$ cat src/rtl/shift_chain_ctrl.sv
// rtl/shift_chain_ctrl.sv - load/shift chain sequencer with valid/ready word in and captured word out
module shift_chain_ctrl #(
    parameter int WIDTH = 8,
    parameter int CNT_W = $clog2(WIDTH)
) (
    input  logic             clk,
    input  logic             rst,
    input  logic             in_valid,
    output logic             in_ready,
    input  logic [WIDTH-1:0] in_data,
    input  logic             s_in,
    output logic             s_out,
    output logic             select,
    output logic             busy,
    output logic             out_valid,
    input  logic             out_ready,
    output logic [WIDTH-1:0] out_data
);

    localparam logic [1:0] ST_IDLE  = 2'd0;
    localparam logic [1:0] ST_SHIFT = 2'd1;
    localparam logic [1:0] ST_DONE  = 2'd2;

    // Index of the final shift; the counter parks here instead of wrapping.
    localparam logic [CNT_W-1:0] LAST_SHIFT = CNT_W'(WIDTH - 1);

    logic [1:0]       state;
    logic [WIDTH-1:0] chain;
    logic [CNT_W-1:0] count;
    logic [WIDTH-1:0] chain_next;

    // Next chain value during a shift: MSB leaves on s_out, s_in enters at the LSB.
    assign chain_next = {chain[WIDTH-2:0], s_in};

    // Handshake and stage-control outputs decode straight from the state register.
    assign in_ready  = (state == ST_IDLE);
    assign select    = (state == ST_SHIFT);
    assign busy      = (state != ST_IDLE);
    assign out_valid = (state == ST_DONE);
    assign s_out     = chain[WIDTH-1];

    // Sequencer: load in IDLE, shift WIDTH edges, then hold the captured word until taken.
    always_ff @(posedge clk) begin
        if (rst) begin
            state    <= ST_IDLE;
            chain    <= '0;
            count    <= '0;
            out_data <= '0;
        end else begin
            case (state)
                ST_IDLE: begin
                    if (in_valid) begin
                        chain <= in_data;
                        count <= '0;
                        state <= ST_SHIFT;
                    end
                end
                ST_SHIFT: begin
                    chain <= chain_next;
                    if (count == LAST_SHIFT) begin
                        out_data <= chain_next;
                        state    <= ST_DONE;
                    end else begin
                        count <= count + 1'b1;
                    end
                end
                ST_DONE: begin
                    if (out_ready) begin
                        state <= ST_IDLE;
                    end
                end
                default: begin
                    state <= ST_IDLE;
                end
            endcase
        end
    end

endmodule
$ cat config.mk
export PLATFORM = sky130hd
export DESIGN_NAME = shift_chain_ctrl
export DESIGN_NICKNAME = d
export VERILOG_FILES = /design/src/rtl/shift_chain_ctrl.sv
export SDC_FILE = /design/constraint.sdc
export NUM_CORES = 1
export LEC_CHECK = 0
export BUFFER_PORTS_ARGS = -buffer_cell sky130_fd_sc_hd__buf_4
export CORE_AREA = 2 2 71 46
export DETAILED_ROUTE_END_ITERATION = 8
export DIE_AREA = 0 0 73 48
export SETUP_SLACK_MARGIN = 0.2
export SLEW_MARGIN = 20
export SYNTH_ARGS = -nofsm -noshare
export SYNTH_HDL_FRONTEND = slang
export SYNTH_SLANG_ARGS = --single-unit
$ cat constraint.sdc
create_clock -name clk -period 3 [get_ports clk]
set_clock_uncertainty 0.05 [all_clocks]
set_input_delay 0.45 -clock clk [delete_from_list [all_inputs] [get_ports clk]]
set_output_delay 0.45 -clock clk [all_outputs]
set_load 0.05 [all_outputs]
# Yosys cells after proc, flatten, opt, wreduce, memory -nomap -nowiden
# Index checks and enable logic that the tools add are counted.
# classes
addsub	1
n_eq_ne	7
n_mux	9
n_reduce_logical	7
# ops
operator	count
case mux 8 bit (2 select lines)	1
2-to-1 mux 8 bit	1
2-to-1 mux 2 bit	3
2-to-1 mux 3 bit	2
case mux 2 bit (3 select lines)	1
case mux 3 bit (2 select lines)	1
AND reduction 3 bit	2
inequality test 2 x 1 -> 1 bit, second input constant	2
inequality test 2 bit, second input constant	2
AND reduction 2 bit	2
nonzero test 2 bit	2
adder 3 x 1 -> 3 bit, second input constant	1
equality test 3 bit, second input constant	1
equality test 2 x 1 -> 1 bit, second input constant	1
equality test 2 bit, second input constant	1
logical NOT 2 bit	1
# totals
reg_bits	21
inputBits	13
output_inout_bits	13

# Depth between registers and ports, before layout
# Gate-level depths: netlist of run 1.
# depth
word_depth	3
ltp_mapped	6
ltp_nobuf	5

# Least setup slack after synthesis of run 1
# No wires, ideal clock.
# synth_timing
path_kind	register to output
from	reg state[0]
to	out in_ready
arrival_ps	1349
setup_slack_ps	1151
path_stages_with_launch	5
n_path_buf	2
path_cell_list	dfxtp_1 > buf_6 > buf_4 > or2_2 > inv_1
# synth_between
elab_chain_cells	1
# synth_lines
item	line	source
from (decl)	27	logic [1:0] state;
from (signal assigned)	45	state <= ST_IDLE;
from (signal assigned)	55	state <= ST_SHIFT;
from (signal assigned)	62	state <= ST_DONE;
logical NOT 2 bit	36	assign in_ready = (state == ST_IDLE);
to (decl)	9	output logic in_ready,
# Every way passes these cells.

# Final worst setup path of run 1
# Same ends and word-level chain as after synthesis.

==> results.txt, run 1 <==
The area growth from synthesis to final layout came out at 21.6%. The aggregate routed wire length is 1.86 mm. After layout, the worst path uses 65.1% of the clock period.

The overall die height came out at 48 µm. Setup violations remaining at the end of the flow were counted as 0. The count of cell types in the netlist is 22. The setup slack at placement came out at 1.09 ns. The via count of the routed design is 715. The clock sink count is 21. The number of nets at the end of the flow is 130. The most frequent standard cell in the layout excluding fill and tap cells is sky130_fd_sc_hd__buf_4. The area of the core region is 2800 µm². The clock-pin slew reported for the worst setup and hold paths after clock tree synthesis is 0.08 ns. The starting density of the core is 34.6%. The number of filler instances in the final layout came out at 287.

The placed cell area came out at 1130 µm². The number of hold violations in the final report is 0. For this run, the register share of the synthesized area comes to 43.4%. Clock latency on the worst-skew pair, taken at its later pin, is 0.26 ns. The leakage power is 0.552 nW.

Entering global routing, the biggest net connects 23 pins. The tree is rooted in a sky130_fd_sc_hd__clkbuf_8. The signal arrival time at the worst endpoint came out at 1.45 ns. The weighted congestion reported at the end of routability-driven placement came out at 0.688. The power per unit of standard cell area came out at 491 nW/µm². The max-slew violation count is 0. The number of nets with antenna violations after routing is 0. The wire length of the first global-routing pass came out at 2.98 mm. The number of buffers added by the clock tree synthesis step came out at 3. The number of I/O port buffers came out at 25. Hold timing on the final database bottoms out at a slack of 0.384 ns. The post-CTS repair timing setup buffer count came out at 0. The post-layout instance area came out at 1180 µm². In the final routed layout, each cell accounts on average for 12.6 µm. The max capacitance violation total came out at 0.

The biggest area consumer among synthesized cells is sky130_fd_sc_hd__dfxtp_1. The worst supply voltage drop on vdd is 0.188 mV. The total DRC errors in the routed layout is 0. The average cell area after synthesis came out at 10.5 µm².

The count of hold buffers inserted by post-cts repair is 0. The register bit total from synthesis is 21. The number of buffers on the longest clock path is 2.

In this run the core area contains 15 standard-cell rows. By area the synthesized netlist is led by sky130_fd_sc_hd__dfxtp_1, sky130_fd_sc_hd__mux2i_1, sky130_fd_sc_hd__a211oi_2, sky130_fd_sc_hd__nor2_1, sky130_fd_sc_hd__nand2b_1. The path class of the tightest hold or removal check is primary input to register. TritonCTS built the clock tree. The synthesized cell area came out at 968 µm². The count of TritonRoute iterations in the first routing pass came out at 4.

The via count of the first global-routing pass came out at 662. The via density per instance is 4.83. In the layout the commonest cells are sky130_fd_sc_hd__buf_4, sky130_fd_sc_hd__dfxtp_1, sky130_fd_sc_hd__mux2i_1. The number of antenna violations at the first check in global routing is 0.

The number of ports placed on the die boundary came out at 26. Yosys printed 0 warnings. The floorplan step defined a die boundary enclosing 3500 µm². Setup repair after global routing left no endpoint under its margin. The startpoint class of the critical path is a register. The sequential cell area came out at 420 µm².

STA classifies the critical path endpoint as an output pin. The share of synthesized area in the top cell type comes to 43.4%. The top achievable clock speed came out at 0.512 GHz. The die span in x came out at 73 µm. The total routing usage reported by global routing came out at 11.6%.

The worst path setup slack after routing came out at 1.05 ns. The number of cells produced by synthesis came out at 92. The violation count after the first detailed-routing iteration is 33. Once the clock tree was built, the resizer swapped 0 gates to a different size. At the worst endpoint, the required time is 2.50 ns. The CTS H-tree depth is 1. The post-route netlist has 35.1% of its cells at a drive strength greater than 1. The smallest clock period supported by the final layout is computed as 1.95 ns. The number of diodes added for antenna fixing came out at 0.

The run finished with clean final reports. The maximum fanout count along the critical path is 16. The synthesized netlist net count came out at 107. The worst-case headroom to the max-slew limit is 49.1%. The worst setup path is of the register to output pin kind. Summing all multi-input logic gate instances after layout gives 473 µm². The final sum of negative setup slack came out at 0 ns. At the pin with the least slew margin, the transition time is 0.763 ns.

The HPWL after detailed placement is 1.36 mm. After global routing the overflow that remains totals 0.
==> critical path, cell delays in order, from the launching register on <==
cell	delay [ns]
sky130_fd_sc_hd__dfxtp_1	0.75
sky130_fd_sc_hd__or2_2	0.23
sky130_fd_sc_hd__inv_1	0.04
sky130_fd_sc_hd__buf_4	0.18
==> synthesized netlist by cell type <==
cell type,n
sky130_fd_sc_hd__buf_12,1
sky130_fd_sc_hd__nor4b_1,1
sky130_fd_sc_hd__o31ai_1,1
sky130_fd_sc_hd__mux2i_1,16
sky130_fd_sc_hd__or2_2,1
sky130_fd_sc_hd__o21ai_0,2
sky130_fd_sc_hd__a211oi_2,8
sky130_fd_sc_hd__and2b_1,1
sky130_fd_sc_hd__a21oi_1,2
sky130_fd_sc_hd__nor2_2,2
sky130_fd_sc_hd__buf_2,2
sky130_fd_sc_hd__dfxtp_1,21
sky130_fd_sc_hd__buf_4,2
sky130_fd_sc_hd__nand2b_1,5
sky130_fd_sc_hd__inv_1,2
sky130_fd_sc_hd__nand2_1,3
sky130_fd_sc_hd__buf_6,2
sky130_fd_sc_hd__ha_1,2
sky130_fd_sc_hd__o21ba_1,1
sky130_fd_sc_hd__nor2_1,14
sky130_fd_sc_hd__nand3b_1,1
sky130_fd_sc_hd__nor2b_1,2
==> final timing paths <==
path,from,to,slack (ns),cells past startpoint
setup reg to reg,state[0]$_SDFFE_PP0P_,chain[6]$_SDFFE_PP0P_,1.06,3
hold reg to reg,count[2]$_SDFFE_PP0P_,count[2]$_SDFFE_PP0P_,0.44,2
hold / removal,s_in,out_data[0]$_SDFFE_PP0P_,0.38,3
setup / recovery,state[0]$_SDFFE_PP0P_,in_ready,1.05,3
==> state kept, by name (all words and copies together), names as in the netlist <==
signal	cells
count	3
out_data	8
state	2
chain	8
==> logic make-up after synthesis <==
group / share of synthesized area (%)
simple gates: 15.5
flops: 43.4
fa+ha+maj: 2.58
buf+inv: 7.75
compound gates: 14.2
mux: 16.5
==> report_power, final <==
group	switching, W	total (W)	internal, W
combinational	0.0000488	0.0000890	0.0000402
sequential	0.0000156	0.000307	0.000292
clock	0.0000893	0.000182	0.0000923
total	0.000154	0.000578	0.000424
==> through the flow <==
step           total power, W  util (%)  cells
2_1_floorplan        0.000384         -     92
3_3_place_gp         0.000401      40.4    144
3_5_place_dp         0.000403      40.4    144
4_1_cts              0.000589      42.1    148
5_1_grt              0.000609      42.1    148
6_report             0.000578      42.1    148
==> per-layer routing <==
metal | vias up | wire [µm] | GRT usage [%] | part of all wire [%]
met5 | - | 0 | 0 | 0
met4 | 0 | 8 | 2.22 | 0.43
met2 | 18 | 811 | 19.3 | 44
met3 | 2 | 114 | 4.63 | 6.1
met1 | 338 | 926 | 14.6 | 50
li1 | 357 | - | - | -
==> cell type report <==
type | instances | share of cell area (%)
tap | 34 | 3.61
inverter | 2 | 0.638
timing repair buffer | 25 | 15.9
clock buffer | 3 | 3.51
sequential | 21 | 35.7
clock inverter | 1 | 0.425
multi-input combinational | 62 | 40.2
Note: power is estimated with default switching activity, not from simulation.
==> inputs of run 2 (changes only) <==
clock period = 1.8 ns   (was 3 ns; I/O delays follow)
==> results.txt, run 2 (synthesized netlist as in run 1, its figures left out) <==
The run finished with clean final reports. The library cell used most frequently in the layout, excluding fill and tap cells, is sky130_fd_sc_hd__buf_4. The via count of the routed design is 721 (+0.84%). The die area came out at 3500 µm² (unchanged). The largest net degree at the start of global routing came to 23 (unchanged).

Of the available clock period, the critical path in the final layout requires 85.7%. The post-route minimum period is 1.54 ns. The final-layout worst hold slack came to 0.216 ns (-0.168 ns). From synthesis to final layout, the design area changed by 25.7%. The maximum fanout count along the critical path came out at 7 (-9).

The count of cells along the worst register-to-register path came to 6 (+3). The number of buffers on the longest clock path is 2 (unchanged). The largest individual stage delay along the critical path comes from the cell sky130_fd_sc_hd__dfxtp_1. The setup slack at placement came out at 0.325 ns (-0.760 ns). The number of nets at the end of the flow came out at 134 (+3.1%). The die span in x came out at 73 µm (unchanged).

The startpoint identified for the worst hold timing path is s_in. STA classifies the critical path endpoint as an output pin. The number of buffers added by the clock tree synthesis step is 3 (unchanged). The clock sink count came out at 21 (unchanged). The leakage power came out at 0.567 nW (+2.6%).

The critical path in this run is classified as register to output pin. The max-slew violation count came out at 0 (unchanged). The area of the core region came out at 2800 µm² (unchanged).

The number of diodes added for antenna fixing is 0 (unchanged). The worst-case headroom to the max-slew limit was 79.3% (+30 points). The top achievable clock speed is 0.648 GHz.

The CTS H-tree depth came out at 1 (unchanged). The count of hold buffers inserted by post-cts repair is 0 (unchanged). The transition at the pin with the smallest max-transition slack came out at 0.310 ns (-0.453 ns). The violation count after the first detailed-routing iteration came out at 18 (-45%). The standard-cell row count is 15 (unchanged). The starting density of the core came to 34.6% (unchanged).

In this run the clock root is driven by a sky130_fd_sc_hd__clkbuf_8. The startpoint class of the critical path is a register. The setup slack on the worst flop-to-flop path came out at 0.30 ns (-0.76 ns). In the final layout, the registers with the most flip-flops are chain: 8 flops, out_data: 8 flops, count: 3 flops. Setup repair after global routing could not meet its margin everywhere.

The power per unit of standard cell area is 794 nW/µm² (+62%). The final sum of negative setup slack came out at 0 ns (unchanged). The number of antenna violations at the first check in global routing is 0 (unchanged).

The number of ports placed on the die boundary came out at 26 (unchanged). The signal on the critical path passes through or2_2 > clkinvlp_4 > buf_4. The count of cells along the worst hold path came out at 3 (unchanged). The number of I/O port buffers came out at 25 (unchanged). The overall die height came to 48 µm (unchanged). The path class of the lowest-slack min-delay path is primary input to register.

The CTS tree is built. The worst supply voltage drop on vdd came out at 0.412 mV (+120%). The top cell types in the final layout, fill and taps aside, are sky130_fd_sc_hd__buf_4, sky130_fd_sc_hd__dfxtp_1, sky130_fd_sc_hd__mux2i_1.

The via density per instance was 4.74 (-1.8%). The total routing usage reported by global routing is 12.0% (+0.43 points). The via count of the first global-routing pass is 656 (-0.91%). The number of hold violations in the final report came out at 0 (unchanged). The wire length per cell came out at 12.2 µm (-3.0%). The maximum single-stage delay on the critical path was 0.37 ns (-0.38 ns).

The wire length of the first global-routing pass came out at 3.01 mm (+0.94%). The number of nets with antenna violations after routing came out at 0 (unchanged). The total DRC errors in the routed layout is 0 (unchanged). The signal arrival time at the worst endpoint came out at 1.22 ns (-0.23 ns).

The count of TritonRoute iterations in the first routing pass was 4 (unchanged). The weighted congestion reported at the end of routability-driven placement was 0.753 (+9.4%). The endpoint identified for the worst register-to-register timing path is out_data[0]$_SDFFE_PP0P_. The total power draw came out at 0.000966 W (+67%). The required time at the worst-slack endpoint came out at 1.48 ns (-1.02 ns). The clock latency of the later-clocked register in the worst-skew pair came to 0.26 ns (about the same). The worst path setup slack after routing is 0.258 ns (-0.790 ns). The total half-perimeter wirelength after legalization and detailed placement is 1.41 mm (+4.3%). The max capacitance violation total came out at 0 (unchanged). The aggregate routed wire length came out at 1.85 mm (-0.38%). The total overflow reported by the global router is 0 (unchanged).

The final setup violation count came out at 0 (unchanged). In this run the critical register-to-register path is launched from count[0]$_SDFFE_PP0P_. The clock-pin slew reported for the worst setup and hold paths after clock tree synthesis is 0.07 ns (about the same). The path with the worst hold slack has its endpoint at out_data[0]$_SDFFE_PP0P_. The share of final-layout standard cells stronger than drive strength 1 came out at 39.0% (+3.9 points).
run 2: final cells by class:
class | instances | area [µm²]
timing repair buffer | 29 | 218
inverter | 2 | 11.3
tap | 34 | 42.5
clock buffer | 4 | 45.0
sequential | 21 | 422
fill | 275 | 1580
multi-input combinational | 62 | 479
run 2: critical path, delay by kind of cell, from the launching register on:
kind,cells,cell delay [ns]
simple gates,1,0.35
flops,1,0.37
buf+inv,2,0.25
run 2: repair_timing:
item | CTS | global route
setup endpoints to repair | 0 | 4
resized for setup | 0 | 2
setup buffers | 0 | 0
run 2: per-layer routing:
layer | track usage [%] | vias to the layer above | share of wire, %
met4 | 5.19 | 0 | 0.49
met5 | 0 | - | 0
met1 | 14.4 | 332 | 48
met3 | 5.26 | 3 | 6.6
met2 | 19.3 | 23 | 45
li1 | - | 363 | -
run 2: worst max-delay path by stage:
| stage | start | endpoint | cells after the start |
|---|---|---|---|
| finish | state[1]$_SDFFE_PP0P_ | in_ready | 3 |
| global route | count[0]$_SDFFE_PP0P_ | out_data[2]$_SDFFE_PP0P_ | 6 |
| CTS | state[0]$_SDFFE_PP0P_ | in_ready | 3 |
| detailed placement | count[0]$_SDFFE_PP0P_ | out_data[6]$_SDFFE_PP0P_ | 6 |
| global placement | count[0]$_SDFFE_PP0P_ | count[0]$_SDFFE_PP0P_ | 5 |
| floorplan | state[0]$_SDFFE_PP0P_ | in_ready | 4 |
run 2: power breakdown:
group	internal [W]	leakage [nW]	switching, W	total (W)
clock	0.000157	0.0228	0.000142	0.000299
sequential	0.000487	0.172	0.0000194	0.000507
combinational	0.0000716	0.372	0.0000887	0.000160
total	0.000716	0.567	0.000250	0.000966
run 2: stage by stage:
step / instance area (µm²) / utilization, % / std cells
after floorplan: 972 / - / 92
after global placement: 1160 / 41.7 / 148
after detailed placement: 1160 / 41.7 / 148
after CTS: 1210 / 43.3 / 152
after global routing: 1220 / 43.5 / 152
final: 1220 / 43.5 / 152
==> inputs of run 3 (changes only) <==
GPL_TIMING_DRIVEN = 0   (was not set)
==> results.txt, run 3 (synthesized netlist as in run 1, its figures left out) <==
The worst supply voltage drop on vdd came out at 0.279 mV (-32%). Setup repair after global routing could not meet its margin everywhere. The power per unit of standard cell area came out at 781 nW/µm² (-1.6%). The maximum fanout count along the critical path came out at 7 (unchanged). The number of ports placed on the die boundary came out at 26 (unchanged).

The max-slew violation count came out at 0 (unchanged). The final core utilization came to 46.0% (+2.4 points). The post-route minimum period was 1.58 ns (+0.0354 ns).

The startpoint class of the critical path is a register. The top achievable clock speed is 0.634 GHz (-2.2%). The maximum single-stage delay on the critical path was 0.32 ns (-0.05 ns). The total DRC errors in the routed layout came out at 0 (unchanged). The number of antenna violations at the first check in global routing came out at 0 (unchanged).

The via count of the first global-routing pass came out at 667 (+1.7%). The CTS H-tree depth is 1 (unchanged). The count of hold buffers inserted by post-cts repair came out at 0 (unchanged).

The share of final-layout standard cells stronger than drive strength 1 came to 41.0% (+2.0 points). The via count of the routed design came out at 731 (+1.4%). The standard-cell row count was 15 (unchanged).

The aggregate routed wire length is 1.95 mm (+5.1%). The total half-perimeter wirelength after legalization and detailed placement came out at 1.47 mm (+4.2%). STA classifies the critical path endpoint as an output pin. TritonCTS built the clock tree. The setup slack on the worst flop-to-flop path came out at 0.36 ns (+0.06 ns). The met3 layer usage reported by global route came out at 4.84% (-0.42 points). The combined area of the multi-input logic cells came to 482 µm² (+0.52%). The critical path is of the register to output pin type. The violation count after the first detailed-routing iteration was 31 (+13). The wire length per cell came out at 12.5 µm (+2.4%). The setup slack at placement is 0.241 ns (-0.0846 ns). The sequential cell area came to 422 µm² (unchanged). Leaving out fill and tap cells, the most frequent cells in the layout are sky130_fd_sc_hd__buf_4, sky130_fd_sc_hd__dfxtp_1, sky130_fd_sc_hd__mux2i_1.

The worst path setup slack after routing is 0.222 ns (-0.0354 ns). The critical path goes through buf_6 > buf_12 > or2_4 > clkinvlp_4 > buf_8. The clock sink count is 21 (unchanged). The buffer cell driving the clock tree root is sky130_fd_sc_hd__clkbuf_8. The tightest min-delay check is of the primary input to register type.

The transition at the pin with the smallest max-transition slack is 0.351 ns (+0.0409 ns). The number of buffers added by the clock tree synthesis step came out at 3 (unchanged). The die span in x is 73 µm (unchanged). The final setup violation count is 0 (unchanged). The ratio of final minimum period to clock period is 87.6% (+2.0 points).

The final sum of negative setup slack was 0 ns (unchanged). The number of filler instances in the final layout was 287 (+4.4%). The worst-case headroom to the max-slew limit is 76.6% (-2.7 points).

The number of hold violations in the final report is 0 (unchanged). Among all stages on the critical path, the largest delay is contributed by sky130_fd_sc_hd__dfxtp_2. The number of buffers on the longest clock path came out at 2 (unchanged). The overall die height came out at 48 µm (unchanged). The clock latency of the later-clocked register in the worst-skew pair is 0.26 ns (about the same). The die area came to 3500 µm² (unchanged). The global routing stage identified its most utilized layer as met2.

The met2 track demand over resource in global routing is 19.5% (+0.18 points). The area of the core region is 2800 µm² (unchanged). The number of nets with antenna violations after routing is 0 (unchanged). The largest registers in the layout are chain: 8 flops, out_data: 8 flops, count: 3 flops. The signal arrival time at the worst endpoint is 1.26 ns (+0.04 ns).

The weighted congestion reported at the end of routability-driven placement is 0.665 (-12%). The starting density of the core is 34.6% (unchanged). The number of nets at the end of the flow is 138 (+3.0%).

The count of TritonRoute iterations in the first routing pass came to 4 (unchanged). The library cell used most frequently in the layout, excluding fill and tap cells, is sky130_fd_sc_hd__buf_4. The number of buffers and inverters on the critical path is 4 (+2). The max capacitance violation total came out at 0 (unchanged). The leakage power is 0.599 nW (+5.7%). In this design, the largest share of critical-path delay is due to buffers and inverters. The wire length of the first global-routing pass came out at 3.08 mm (+2.3%).

The number of diodes added for antenna fixing came to 0 (unchanged). The flow ran to the end, and the final reports show no timing, DRC or antenna violations. The area growth from synthesis to final layout came out at 32.7%.

The via density per instance is 4.69 (-1.2%). The largest net degree at the start of global routing came to 12 (-48%). The clock-pin slew reported for the worst setup and hold paths after clock tree synthesis is 0.08 ns (about the same). The total overflow reported by the global router came out at 0 (unchanged). The total routing usage reported by global routing is 12.2% (+0.21 points). The met1 capacity usage during global routing is 15.8% (+1.3 points). The number of I/O port buffers was 25 (unchanged). The required time at the worst-slack endpoint came to 1.48 ns (about the same).
run 3: cell count changes in the layout (fill, tap and decap cells not counted), sizes merged:
cell,change
buf,+4
run 3: worst paths after layout:
path,start,end,depth (start not counted)
min reg2reg,count[2]$_SDFFE_PP0P_,count[2]$_SDFFE_PP0P_,2
min,s_in,out_data[0]$_SDFFE_PP0P_,3
max reg2reg,count[0]$_SDFFE_PP0P_,out_data[5]$_SDFFE_PP0P_,6
max,state[0]$_SDFFE_PP0P_,in_ready,5
run 3: worst reg2reg max path: cells and delay by family (launching register included):
kind                     cells  cell delay [ns]
adder cells (fa/ha/maj)      2             0.41
buffers and inverters        1             0.21
multiplexers                 1             0.22
AND/OR/NAND/NOR              2             0.14
flip-flops                   1             0.32
run 3: cell type report:
type,instances,share of cell area (%)
Buffer,7,6.23
Tap cell,34,3.31
Sequential cell,21,32.8
Clock buffer,4,3.51
Timing Repair Buffer,26,15.8
Multi-Input combinational cell,62,37.5
Inverter,2,0.876
run 3: routing by layer:
metal  vias up  wire length [µm]  share of wire, %
met2        18               851                44
met1       338               967                50
met4         0                 8              0.41
met5         -                 0                 0
met3         2               120               6.2
li1        373                 -                 -
run 3: repair_timing:
action,CTS,global route
buffers inserted,1,0
gates resized for setup,7,1
pin swaps,0,0
setup endpoints to repair,2,4
run 3: power by group:
group | switching [W] | internal [W]
Sequential | 0.0000164 | 0.000487
Clock | 0.000149 | 0.000157
Combinational | 0.0000990 | 0.0000950
run 3: through the flow:
| stage | hold slack [ns] | std cells | total power, W | cell area [µm²] |
|---|---|---|---|---|
| 2_1_floorplan | 0.364 | 92 | 0.000642 | 972 |
| 3_3_place_gp | 0.412 | 151 | 0.000691 | 1200 |
| 3_5_place_dp | 0.434 | 151 | 0.000697 | 1200 |
| 4_1_cts | 0.206 | 156 | 0.00102 | 1280 |
| 5_1_grt | 0.215 | 156 | 0.00105 | 1280 |
| 6_report | 0.211 | 156 | 0.00100 | 1280 |
